File: src/rtl/vram_write_arbiter_pkg.sv
`default_nettype none
// ============================================================================
// Package  : vram_pkg
// Purpose  : Shared constants and state type for the video-RAM write-port
//            arbiter (1024 x 18 dual-port RAM, write port A).
// Contents : ADDR_W / DATA_W / DEPTH geometry, last clear address, state_t.
// Revision : 1.0 - initial release
// ============================================================================
package vram_pkg;

    localparam int ADDR_W = 10;
    localparam int DATA_W = 18;
    // Words swept by the clear engine; the sweep covers the whole address
    // space, so this must equal 2**ADDR_W.
    localparam int DEPTH  = 1024;

    // Address of the final clear write; the engine leaves CLEAR after it.
    localparam logic [ADDR_W-1:0] C_LAST_AD = ADDR_W'(DEPTH - 1);

    typedef enum logic [0:0] {
        ARB   = 1'b0,
        CLEAR = 1'b1
    } state_t;

endpackage
`default_nettype wire

File: src/rtl/vram_write_arbiter_if.sv
`default_nettype none
// ============================================================================
// Interface : vram_write_arbiter_if
// Purpose   : Bundles the two requester handshakes, the clear-engine control
//             and the RAM write-port outputs of vram_write_arbiter.
// Modports  : master - requester / controller side (drives valids, addresses,
//                      data, clear_start, clear_data)
//             slave  - arbiter side (drives readies, clear status, RAM port)
// Revision  : 1.0 - initial release
// ============================================================================
interface vram_write_arbiter_if;
    import vram_pkg::*;

    // Requester 0
    logic              req0_valid;
    logic              req0_ready;
    logic [ADDR_W-1:0] req0_addr;
    logic [DATA_W-1:0] req0_data;

    // Requester 1
    logic              req1_valid;
    logic              req1_ready;
    logic [ADDR_W-1:0] req1_addr;
    logic [DATA_W-1:0] req1_data;

    // Clear engine
    logic              clear_start;
    logic [DATA_W-1:0] clear_data;
    logic              clear_busy;
    logic              clear_done;

    // RAM write port A
    logic              ram_ce;
    logic [ADDR_W-1:0] ram_ad;
    logic [DATA_W-1:0] ram_data;

    modport master (
        output req0_valid, req0_addr, req0_data,
        input  req0_ready,
        output req1_valid, req1_addr, req1_data,
        input  req1_ready,
        output clear_start, clear_data,
        input  clear_busy, clear_done,
        input  ram_ce, ram_ad, ram_data
    );

    modport slave (
        input  req0_valid, req0_addr, req0_data,
        output req0_ready,
        input  req1_valid, req1_addr, req1_data,
        output req1_ready,
        input  clear_start, clear_data,
        output clear_busy, clear_done,
        output ram_ce, ram_ad, ram_data
    );

endinterface
`default_nettype wire

File: src/rtl/vram_write_arbiter_rr_arb2.sv
`default_nettype none
// ============================================================================
// Module   : rr_arb2
// Purpose  : Two-way round-robin arbiter with the priority pointer inside.
//            After a grant to requester N the pointer moves to 1-N, so two
//            continuously valid requesters alternate; a lone requester is
//            granted every cycle regardless of the pointer.
// Ports    : clk      - clock
//            rst      - synchronous active-high reset (pointer -> 0)
//            i_en     - arbitration enable; no ready/grant while low
//            i_valid  - request valids [1:0]
//            o_ready  - per-requester ready (independent of own valid)
//            o_grant  - per-requester grant (ready & valid), one-hot or zero
// Revision : 1.0 - initial release
// ============================================================================
module rr_arb2 (
    input  wire logic       clk,
    input  wire logic       rst,
    input  wire logic       i_en,
    input  wire logic [1:0] i_valid,
    output logic      [1:0] o_ready,
    output logic      [1:0] o_grant
);

    // r_ptr names the requester that wins when both are valid.
    logic r_ptr;

    always_comb begin
        o_ready = 2'b00;
        if (i_en) begin
            o_ready[0] = ~i_valid[1] | ~r_ptr;
            o_ready[1] = ~i_valid[0] |  r_ptr;
        end
        o_grant = o_ready & i_valid;
    end

    always_ff @(posedge clk) begin
        if (rst) begin
            r_ptr <= 1'b0;
        end else if (o_grant[0]) begin
            r_ptr <= 1'b1;
        end else if (o_grant[1]) begin
            r_ptr <= 1'b0;
        end
    end

endmodule
`default_nettype wire

File: src/rtl/vram_write_arbiter.sv
`default_nettype none
// ============================================================================
// Module   : vram_write_arbiter
// Purpose  : Shares write port A of the 1024 x 18 video RAM between two
//            valid/ready requesters (round-robin) and a screen-clear engine
//            that fills every word with one value at one word per cycle.
//            RAM port signals are registered: an accepted beat appears on
//            ram_ce/ram_ad/ram_data for exactly one cycle, the cycle after
//            acceptance.
// Ports    : clk    - single clock (logic and RAM write port)
//            reset  - synchronous active-high reset
//            bus    - vram_write_arbiter_if.slave:
//                       req0_*/req1_* valid/ready/addr/data handshakes
//                       clear_start/clear_data in, clear_busy/clear_done out
//                       ram_ce/ram_ad/ram_data to the RAM write port
// Revision : 1.0 - initial release
// ============================================================================
module vram_write_arbiter
    import vram_pkg::*;
(
    input  wire logic           clk,
    input  wire logic           reset,
    vram_write_arbiter_if.slave bus
);

    // ------------------------------------------------------------------
    // State, counter, latched fill value and registered outputs
    // ------------------------------------------------------------------
    state_t            r_state;
    state_t            w_state_nxt;
    logic [ADDR_W-1:0] r_clr_cnt;
    logic [ADDR_W-1:0] w_clr_cnt_nxt;
    logic [DATA_W-1:0] r_clr_data;
    logic [DATA_W-1:0] w_clr_data_nxt;

    logic              r_ram_ce;
    logic [ADDR_W-1:0] r_ram_ad;
    logic [DATA_W-1:0] r_ram_data;
    logic              r_clear_busy;
    logic              r_clear_done;

    logic              w_ram_ce_nxt;
    logic [ADDR_W-1:0] w_ram_ad_nxt;
    logic [DATA_W-1:0] w_ram_data_nxt;
    logic              w_clear_busy_nxt;
    logic              w_clear_done_nxt;

    // ------------------------------------------------------------------
    // Requester arbitration. A clear request in ARB takes the whole cycle,
    // so arbitration is disabled then as well as throughout CLEAR.
    // ------------------------------------------------------------------
    logic       w_arb_en;
    logic [1:0] w_valid;
    logic [1:0] w_ready;
    logic [1:0] w_grant;

    assign w_arb_en = (r_state == ARB) && !bus.clear_start;
    assign w_valid  = {bus.req1_valid, bus.req0_valid};

    rr_arb2 u_rr_arb2 (
        .clk     (clk),
        .rst     (reset),
        .i_en    (w_arb_en),
        .i_valid (w_valid),
        .o_ready (w_ready),
        .o_grant (w_grant)
    );

    assign bus.req0_ready = w_ready[0];
    assign bus.req1_ready = w_ready[1];

    // ------------------------------------------------------------------
    // Next-state and next-output logic. The output registers are loaded
    // with what the RAM must see in the following cycle, so the clear
    // counter always equals the address currently on ram_ad during CLEAR.
    // ------------------------------------------------------------------
    always_comb begin
        w_state_nxt      = r_state;
        w_clr_cnt_nxt    = r_clr_cnt;
        w_clr_data_nxt   = r_clr_data;
        w_ram_ce_nxt     = 1'b0;
        w_ram_ad_nxt     = r_ram_ad;
        w_ram_data_nxt   = r_ram_data;
        w_clear_busy_nxt = 1'b0;
        w_clear_done_nxt = 1'b0;

        case (r_state)
            ARB: begin
                if (bus.clear_start) begin
                    // First clear write (address 0) goes out next cycle.
                    w_state_nxt      = CLEAR;
                    w_clr_cnt_nxt    = '0;
                    w_clr_data_nxt   = bus.clear_data;
                    w_ram_ce_nxt     = 1'b1;
                    w_ram_ad_nxt     = '0;
                    w_ram_data_nxt   = bus.clear_data;
                    w_clear_busy_nxt = 1'b1;
                    w_clear_done_nxt = (C_LAST_AD == '0);
                end else if (w_grant[0]) begin
                    w_ram_ce_nxt   = 1'b1;
                    w_ram_ad_nxt   = bus.req0_addr;
                    w_ram_data_nxt = bus.req0_data;
                end else if (w_grant[1]) begin
                    w_ram_ce_nxt   = 1'b1;
                    w_ram_ad_nxt   = bus.req1_addr;
                    w_ram_data_nxt = bus.req1_data;
                end
            end

            CLEAR: begin
                // clear_start is deliberately not looked at here: a running
                // sweep cannot be restarted.
                if (r_clr_cnt != C_LAST_AD) begin
                    w_clr_cnt_nxt    = r_clr_cnt + 1'b1;
                    w_ram_ce_nxt     = 1'b1;
                    w_ram_ad_nxt     = w_clr_cnt_nxt;
                    w_ram_data_nxt   = r_clr_data;
                    w_clear_busy_nxt = 1'b1;
                    w_clear_done_nxt = (w_clr_cnt_nxt == C_LAST_AD);
                end else begin
                    // Last word is on the RAM port now; arbitration resumes
                    // next cycle with no write in it.
                    w_state_nxt = ARB;
                end
            end

            default: begin
                w_state_nxt = ARB;
            end
        endcase
    end

    // ------------------------------------------------------------------
    // Registers
    // ------------------------------------------------------------------
    always_ff @(posedge clk) begin
        if (reset) begin
            r_state      <= ARB;
            r_clr_cnt    <= '0;
            r_clr_data   <= '0;
            r_ram_ce     <= 1'b0;
            r_ram_ad     <= '0;
            r_ram_data   <= '0;
            r_clear_busy <= 1'b0;
            r_clear_done <= 1'b0;
        end else begin
            r_state      <= w_state_nxt;
            r_clr_cnt    <= w_clr_cnt_nxt;
            r_clr_data   <= w_clr_data_nxt;
            r_ram_ce     <= w_ram_ce_nxt;
            r_ram_ad     <= w_ram_ad_nxt;
            r_ram_data   <= w_ram_data_nxt;
            r_clear_busy <= w_clear_busy_nxt;
            r_clear_done <= w_clear_done_nxt;
        end
    end

    assign bus.ram_ce     = r_ram_ce;
    assign bus.ram_ad     = r_ram_ad;
    assign bus.ram_data   = r_ram_data;
    assign bus.clear_busy = r_clear_busy;
    assign bus.clear_done = r_clear_done;

endmodule
`default_nettype wire

File: src/flat_wrapper.sv
// flat-port wrapper written by rule: the top's interface ports become plain ports
module vram_write_arbiter_flat import vram_pkg::*;
  (clk, reset, bus_req0_valid, bus_req0_addr, bus_req0_data, bus_req0_ready, bus_req1_valid, bus_req1_addr, bus_req1_data, bus_req1_ready, bus_clear_start, bus_clear_data, bus_clear_busy, bus_clear_done, bus_ram_ce, bus_ram_ad, bus_ram_data);
  vram_write_arbiter_if bus_i ();
  input  wire logic clk;
  input  wire logic reset;
  input wire logic [$bits(bus_i.req0_valid)-1:0] bus_req0_valid;
  input wire logic [$bits(bus_i.req0_addr)-1:0] bus_req0_addr;
  input wire logic [$bits(bus_i.req0_data)-1:0] bus_req0_data;
  output wire logic [$bits(bus_i.req0_ready)-1:0] bus_req0_ready;
  input wire logic [$bits(bus_i.req1_valid)-1:0] bus_req1_valid;
  input wire logic [$bits(bus_i.req1_addr)-1:0] bus_req1_addr;
  input wire logic [$bits(bus_i.req1_data)-1:0] bus_req1_data;
  output wire logic [$bits(bus_i.req1_ready)-1:0] bus_req1_ready;
  input wire logic [$bits(bus_i.clear_start)-1:0] bus_clear_start;
  input wire logic [$bits(bus_i.clear_data)-1:0] bus_clear_data;
  output wire logic [$bits(bus_i.clear_busy)-1:0] bus_clear_busy;
  output wire logic [$bits(bus_i.clear_done)-1:0] bus_clear_done;
  output wire logic [$bits(bus_i.ram_ce)-1:0] bus_ram_ce;
  output wire logic [$bits(bus_i.ram_ad)-1:0] bus_ram_ad;
  output wire logic [$bits(bus_i.ram_data)-1:0] bus_ram_data;
  assign bus_i.req0_valid = bus_req0_valid;
  assign bus_i.req0_addr = bus_req0_addr;
  assign bus_i.req0_data = bus_req0_data;
  assign bus_req0_ready = bus_i.req0_ready;
  assign bus_i.req1_valid = bus_req1_valid;
  assign bus_i.req1_addr = bus_req1_addr;
  assign bus_i.req1_data = bus_req1_data;
  assign bus_req1_ready = bus_i.req1_ready;
  assign bus_i.clear_start = bus_clear_start;
  assign bus_i.clear_data = bus_clear_data;
  assign bus_clear_busy = bus_i.clear_busy;
  assign bus_clear_done = bus_i.clear_done;
  assign bus_ram_ce = bus_i.ram_ce;
  assign bus_ram_ad = bus_i.ram_ad;
  assign bus_ram_data = bus_i.ram_data;
  vram_write_arbiter u_core (.clk(clk), .reset(reset), .bus(bus_i));
endmodule
File: config.mk
export PLATFORM = sky130hd
export DESIGN_NAME = vram_write_arbiter_flat
export DESIGN_NICKNAME = d
export VERILOG_FILES = /design/src/rtl/vram_write_arbiter_pkg.sv /design/src/rtl/vram_write_arbiter_if.sv /design/src/rtl/vram_write_arbiter_rr_arb2.sv /design/src/rtl/vram_write_arbiter.sv /design/src/flat_wrapper.sv
export SDC_FILE = /design/constraint.sdc
export NUM_CORES = 1
export LEC_CHECK = 0
export ABC_AREA = 0
export BUFFER_PORTS_ARGS = -buffer_cell sky130_fd_sc_hd__clkbuf_2
export CORE_UTILIZATION = 50
export DETAILED_ROUTE_END_ITERATION = 6
export HOLD_SLACK_MARGIN = 0.12
export PLACE_DENSITY = 0.87
export SETUP_SLACK_MARGIN = 0.1
export SLEW_MARGIN = 15
export SYNTH_ARGS = -nofsm -noshare
export SYNTH_HDL_FRONTEND = slang
export SYNTH_SLANG_ARGS = --single-unit
File: constraint.sdc
create_clock -name clk -period 3.5 [get_ports clk]
set_input_delay 0.35 -clock clk [delete_from_list [all_inputs] [get_ports clk]]
set_output_delay 0.35 -clock clk [all_outputs]
set_load 0.01 [all_outputs]
==> results of run 1 <==
## report_power, final
part	total [uW]	internal (uW)	switching [uW]	leakage (uW)
registers	749	724	24.9	0.000493
clock network	710	442	268	0.000114
logic	265	111	153	0.00108
## worst reg2reg max path, delay by kind of cell, from the launching register on
kind / cells / cell delay [ps]
and+or+nand+nor: 2 / 370
AOI/OAI and AO/OA: 2 / 1150
buffers and inverters: 1 / 320
DFF: 1 / 410
## layout by cell type (no fill, tap or decap), drive strengths merged, types with 3 or more instances in the layout
master / n
buf: 6
inv: 5
mux2: 4
dfxtp: 60
clkbuf: 124
a21o: 9
a21oi: 43
o21ai: 16
nand2: 48
nor3: 7
and3: 14
nand3: 16
nor4: 5
a22oi: 21
and4: 3
nor2b: 3
nor2: 36
a311oi: 29
## per-layer routing
metal / track usage / vias up / share of wire
met2: 0.412 / 145 / 0.47
li1: - / 1629 / -
met3: 0.0670 / 20 / 0.062
met5: 0 / - / 0
met4: 0.109 / 0 / 0.018
met1: 0.387 / 1580 / 0.45
## registers in the layout, summed over array words and instances, names as in the netlist
name	cells
u_core.bus.ram_data	18
u_core.r_clr_data	18
u_core.bus.ram_ad	10
u_core.r_clr_cnt	10
u_core.bus.clear_done	1
u_core.bus.ram_ce	1
u_core.r_state	1
u_core.u_rr_arb2.r_ptr	1
## synth_stat cells (all sizes together) (3+ instances only)
cell	count	share of area
mux2	4	0.014
clkbuf	15	0.018
buf	23	0.050
a21oi	43	0.067
inv	5	0.0059
nor3	7	0.012
a21o	9	0.021
nor2b	3	0.0059
nor2	36	0.044
nor4	5	0.0098
dfxtp	60	0.37
o21ai	16	0.025
a311oi	29	0.083
and4	3	0.0082
nand2	48	0.056
a22oi	21	0.049
and3	14	0.027
nand3	16	0.025
## metrics by stage
stage | area [sq um] | util | std cells | hold WS (ps) | setup slack, ps
4_1_cts | 3920 | 0.646 | 561 | 231 | 1150
6_report | 3920 | 0.646 | 561 | 243 | 1130
2_1_floorplan | 3210 | - | 391 | 437 | 1720
3_5_place_dp | 3690 | 0.609 | 545 | 448 | 1200
3_3_place_gp | 3690 | 0.609 | 545 | 442 | 1340
5_1_grt | 3920 | 0.646 | 561 | 238 | 960
## logic make-up (layout without fill, tap and decap cells)
logic type / Yosys count / count (layout) / synth area share
simple gates: 142 / 142 / 0.212
compound gates: 137 / 137 / 0.310
flops: 60 / 60 / 0.374
buf+inv: 43 / 138 / 0.0737
mux: 5 / 5 / 0.0172
fa+ha+maj: 2 / 2 / 0.00780
xor+xnor: 2 / 2 / 0.00546
## cell type report
| cell class | instances | area [sq um] |
|---|---|---|
| well taps | 75 | 93.8 |
| inverters | 5 | 18.8 |
| fillers | 528 | 2140 |
| clock inverters | 3 | 68.8 |
| repair buffers | 117 | 601 |
| clock buffers | 13 | 159 |
| multi-input cells | 288 | 1780 |
| flip-flops and latches | 60 | 1200 |
## worst min path at each step
| stage | from | end | slack (ps) | cells past startpoint |
|---|---|---|---|---|
| 2_1_floorplan | u_core.r_clr_data[0] | u_core.r_clr_data[0] | 440 | 2 |
| 3_3_place_gp | u_core.r_clr_data[17] | u_core.r_clr_data[17] | 440 | 2 |
| 3_5_place_dp | u_core.r_clr_data[1] | u_core.r_clr_data[1] | 450 | 2 |
| 4_1_cts | bus_clear_data[7] | u_core.r_clr_data[7] | 230 | 3 |
| 5_1_grt | bus_clear_data[0] | u_core.r_clr_data[0] | 240 | 3 |
| 6_report | bus_clear_data[7] | u_core.r_clr_data[7] | 240 | 3 |
==> metrics.csv, run 1 <==
stage;metric;value;unit
place;dp.final_hpwl;6230;um
synth;synth_cell_type_count;51;
pwr;leakagePower;0.00169;uW
synth;async_flop_share;0;
timing;clock-skew-final;7.09;ps
clock_tree;postCtsHoldBufs;0;
floorplanning;core;6060;sq um
critical_path;path_class;reg -> reg;
synth;syn_nets;472;
global_route;grt-ovfl-total;0;
clock_tree;cts_buffer_depth;2;
critical_path;cp_slowest_cell;a41oi_4;
place;buffer_ports.inserted;111;
timing;max_freq;423;MHz
critical_path;cp-start-kind;register;
pwr;design_power_total;1720;uW
critical_path;cpLargestDelayFamily;compound AO/OA/AOI/OAI gates;
timing;min_period_over_period;0.676;
floorplanning;io_pins;112;
drt;drt_iter0_markers;322;
synth;dominantRegCellSynth;dfxtp_1;
floorplanning;start_util;0.529;
synth;syn-cell-area;3210;sq um
timing;max-slew-margin-rel;0.312;
synth;ys_ff_latch;60;
outcome;status;finished clean;
floorplanning;die-area;6740;sq um
layout;nNetsFinal;562;
critical_path;rrSetupSlack;1130;ps
drt;wl_per_cell;16.0;um
floorplanning;rows;28;
clock_tree;cts_tree;yes;
pwr;ir_drop;0.000309;V
floorplanning;die_h;82.1;um
clock_tree;cts-htree-levels;3;
timing;rsz0062_at_grt;false;
min_path;hold_class;in -> reg;
critical_path;crit_arrival;2600;ps
critical_path;endpoint_kind;register;
drt;viasPerCell;6.01;
timing;post-route-min-period;2370;ps
clock_tree;post_cts_buffers;0;
critical_path;r2r_start;u_core.r_clr_cnt[3];
run;drv_cap;0;
global_route;grt_max_degree;40;
critical_path;crit_buf_inv;1;
drt;ant_nets;0;
drt;drc_errors;0;
global_route;first_global_vias;2914;
timing;hold_viol;0;
global_route;grtUsageTotal;0.278;
global_route;grt_pass1_wl;14100;um
place;gp_congestion;0.990;
layout;area_growth;22.1;%
critical_path;startpoint;u_core.r_clr_cnt[3];
synth;seq_area_frac_synth;0.374;
clock_tree;clkTransAtPathRegs;70;ps
floorplanning;die_w;82.1;um
critical_path;slowest_delay;880;ps
clock_tree;cts_sinks;60;
synth;synth_edf_count;0;
layout;drive_gt1_frac;0.309;
clock_tree;clk-insertion-delay-late;340;ps
clock_tree;cts_buffers;9;
global_route;antenna_found_initial;0;
critical_path;critPathMaxFanout;34;
critical_path;cp.required;3730;ps
pwr;power.density;440;nW/um^2
synth;yosysWarnings;0;
clock_tree;cts-root-buf;clkbuf_8;
timing;slew_viol_final;0;
timing;tightest_slew;1030;ps
timing;tns;0;ps
layout;n_antenna_cell;0;
critical_path;rr_endpoint;u_core.bus.ram_data[10];
critical_path;path_cells;and4_1 > a41oi_4 > buf_4 > nor2_1 > a311oi_1;
synth;syn_inst;391;
synth;avgSynthCellArea;8.20;sq um
timing;setup_viol;0;
drt;wl;8960;um
drt;vias;3374;
drt;firstDrtPassIters;5;
critical_path;path_depth;5;
clock_tree;cts-resized-gates;0;
critical_path;reg2regPathDepth;5;
critical_path;critPathCapture;u_core.bus.ram_data[10];
(Power assumes the default switching activity.)
==> inputs of run 2 (changes only) <==
--- a/config.mk
+++ b/config.mk
@@ -5,7 +5,7 @@
 export SDC_FILE = /design/constraint.sdc
 export NUM_CORES = 1
 export LEC_CHECK = 0
-export ABC_AREA = 0
+export ABC_AREA = 1
 export BUFFER_PORTS_ARGS = -buffer_cell sky130_fd_sc_hd__clkbuf_2
 export CORE_UTILIZATION = 50
 export DETAILED_ROUTE_END_ITERATION = 6
==> constraint.sdc (replaced) <==
create_clock -name clk -period 2.3 [get_ports clk]
set_input_delay 0.23 -clock clk [delete_from_list [all_inputs] [get_ports clk]]
set_output_delay 0.23 -clock clk [all_outputs]
set_load 0.01 [all_outputs]
==> metrics.csv, run 2 <==
stage;metric;value;unit
drt;firstDrtPassIters;4;
drt;wl_per_cell;12.5;um
timing;max_freq;518;MHz
layout;final_cell_mix;148 x nand2_1, 111 x clkbuf_2, 81 x nor2_1;
critical_path;rr_endpoint;u_core.bus.ram_ad[8];
min_path;hold_end;u_core.r_clr_data[12];
floorplanning;core;5990;sq um
timing;min_period_over_period;0.840;
global_route;grt_max_degree;33;
floorplanning;die_w;81.0;um
drt;ant_nets;0;
floorplanning;die_h;81.0;um
synth;synth_top_family_by_area;simple AND/OR/NAND/NOR gates;
synth;synth_simple_gate_area_frac;0.370;
timing;tns;0;ps
run;drv_cap;0;
layout;nFillCells;557;
pwr;power.density;675;nW/um^2
synth;seq_area_frac_synth;0.384;
timing;fin_ws;368;ps
drt;drc_errors;0;
pwr;leakagePower;0.00199;uW
synth;ys_ff_latch;60;
critical_path;cp-start-kind;register;
synth;synth_xor_area_frac;0.00280;
synth;syn_nets;577;
clock_tree;cts-htree-levels;3;
synth;synthAdderAreaFrac;0.00801;
place;gp_congestion;0.928;
layout;drive_gt1_frac;0.234;
layout;nNetsFinal;683;
floorplanning;start_util;0.522;
layout;multi_input_area;1640;sq um
min_path;min_path_cells;3;
synth;synth.most_common_cell;nand2_1;
floorplanning;rows;28;
place;post-place-ws;239;ps
clock_tree;cts_sinks;60;
clock_tree;cts_tree;yes;
drt;wl;8490;um
layout;n_antenna_cell;0;
synth;yosysWarnings;0;
timing;slew_viol_final;0;
clock_tree;cts-root-buf;clkbuf_8;
clock_tree;clkTransAtPathRegs;70;ps
place;post-place-cells;666;
timing;clock-skew-final;7.55;ps
drt;viasPerCell;5.08;
synth;muxShareOfSynthArea;0;
synth;synth_compound_area_frac;0.144;
critical_path;endpoint_kind;register;
global_route;first_global_vias;3220;
synth;async_flop_share;0;
critical_path;cp_slowest_cell;dfxtp_1;
floorplanning;io_pins;112;
critical_path;slowest_delay;400;ps
pwr;ir_drop;0.000367;V
critical_path;critPathMaxFanout;20;
pwr;design_power_total;2640;uW
critical_path;path_depth;9;
synth;netlist_top_cells_count;148 x nand2_1, 82 x nor2_1, 60 x dfxtp_1, 45 x nand3_1, 37 x o21ai_0;
min_path;hold_class;in -> reg;
layout;regArea;1200;sq um
critical_path;r2r_start;u_core.r_clr_cnt[1];
place;buffer_ports.inserted;111;
drt;vias;3465;
global_route;grt_pass1_wl;14000;um
global_route;grt-ovfl-total;0;
critical_path;path_cells;ha_1 > nand2_2 > nor2_4 > nand3_1 > nand2_1 > nand2_2 > buf_4 > o21ai_0 > nor2_1;
synth;syn-cell-area;3120;sq um
synth;syn_inst;496;
timing;max-slew-margin-rel;0.721;
critical_path;crit_buf_inv;1;
critical_path;cp.required;2520;ps
critical_path;cp_common_cell;nand2_2;
synth;synth_top_area_share;0.384;
clock_tree;cts_buffers;9;
timing;tightest_slew;417;ps
synth;yosysTopAreaCell;dfxtp_1;
place;dp.final_hpwl;6160;um
critical_path;cpLargestDelayFamily;simple AND/OR/NAND/NOR gates;
floorplanning;die-area;6570;sq um
timing;setup_viol;0;
timing;hold_slack;163;ps
drt;drt_iter0_markers;206;
min_path;hold_path_startpoint;bus_clear_data[12];
layout;final_common_cell;nand2_1;
synth;synth_edf_count;0;
synth;avgSynthCellArea;6.30;sq um
clock_tree;clk-insertion-delay-late;330;ps
layout;fin_cells;682;
critical_path;path_class;reg -> reg;
global_route;antenna_found_initial;0;
timing;rsz0062_at_grt;false;
synth;netlist_top_cells_area;dfxtp_1 38%, nand2_1 18%, nor2_1 9.9%, nand3_1 7.2%, o21ai_0 5.9%;
timing;post-route-min-period;1930;ps
clock_tree;cts_buffer_depth;2;
synth;dominantRegCellSynth;dfxtp_1;
synth;synth_cell_type_count;24;
critical_path;reg2regPathDepth;9;
outcome;status;finished clean;
critical_path;crit_arrival;2150;ps
global_route;grtUsageTotal;0.277;
critical_path;rrSetupSlack;370;ps
layout;area_growth;25.0;%
timing;hold_viol;0;
[run 2: metrics by stage]
step            util  instance area [sq um]
2_1_floorplan      -                   3120
3_3_place_gp   0.619                   3710
3_5_place_dp   0.619                   3710
4_1_cts        0.652                   3910
5_1_grt        0.652                   3910
6_report       0.652                   3910
[run 2: tightest hold or removal path: cells and delay by family]
kind / cells / cell delay, ps
buffers and inverters: 1 / 80
and+or+nand+nor: 1 / 70
AOI/OAI and AO/OA: 1 / 60
[run 2: where the power goes]
part	internal [uW]	switching, uW	leakage, uW
combinational	205	318	0.00140
sequential	1120	49.8	0.000494
clock	562	381	0.0000979
[run 2: worst max path at each step]
stage / from / end
2_1_floorplan: u_core.r_clr_cnt[1] / u_core.bus.ram_data[12]
3_3_place_gp: u_core.r_clr_cnt[1] / u_core.bus.ram_data[12]
3_5_place_dp: u_core.r_clr_cnt[1] / u_core.bus.ram_data[10]
4_1_cts: u_core.r_clr_cnt[1] / u_core.bus.ram_ad[8]
5_1_grt: u_core.r_clr_cnt[1] / u_core.bus.ram_ad[8]
6_report: u_core.r_clr_cnt[1] / u_core.bus.ram_ad[8]
[run 2: layer usage]
| layer | GRT usage | vias up | wire length, um |
|---|---|---|---|
| li1 | - | 1794 | - |
| met1 | 0.343 | 1524 | 3850 |
| met2 | 0.459 | 136 | 3950 |
| met3 | 0.0607 | 11 | 589 |
| met4 | 0.123 | 0 | 98 |
| met5 | 0 | - | 0 |
[run 2: kinds of logic (layout without fill, tap and decap cells)]
group | after synthesis | in the layout
DFF | 60 | 60
xor gates and xnor gates | 1 | 1
buffers and inverters | 62 | 173
AOI/OAI and AO/OA | 86 | 86
and+or+nand+nor | 285 | 285
adders and majority gates | 2 | 2
[run 2: layout make-up]
| cell class | instances | share of cell area |
|---|---|---|
| flip-flops and latches | 60 | 0.307 |
| clock buffers | 15 | 0.0426 |
| well taps | 75 | 0.0240 |
| clock inverters | 1 | 0.00769 |
| repair buffers | 122 | 0.163 |
| inverters | 35 | 0.0343 |
| multi-input cells | 374 | 0.421 |
[run 2: repair_timing]
item                                    4_1_cts  5_1_grt
gates resized for setup                       0        1
buffers inserted                              0        0
hold buffers                                  0        0
endpoints found under the setup margin        0       25
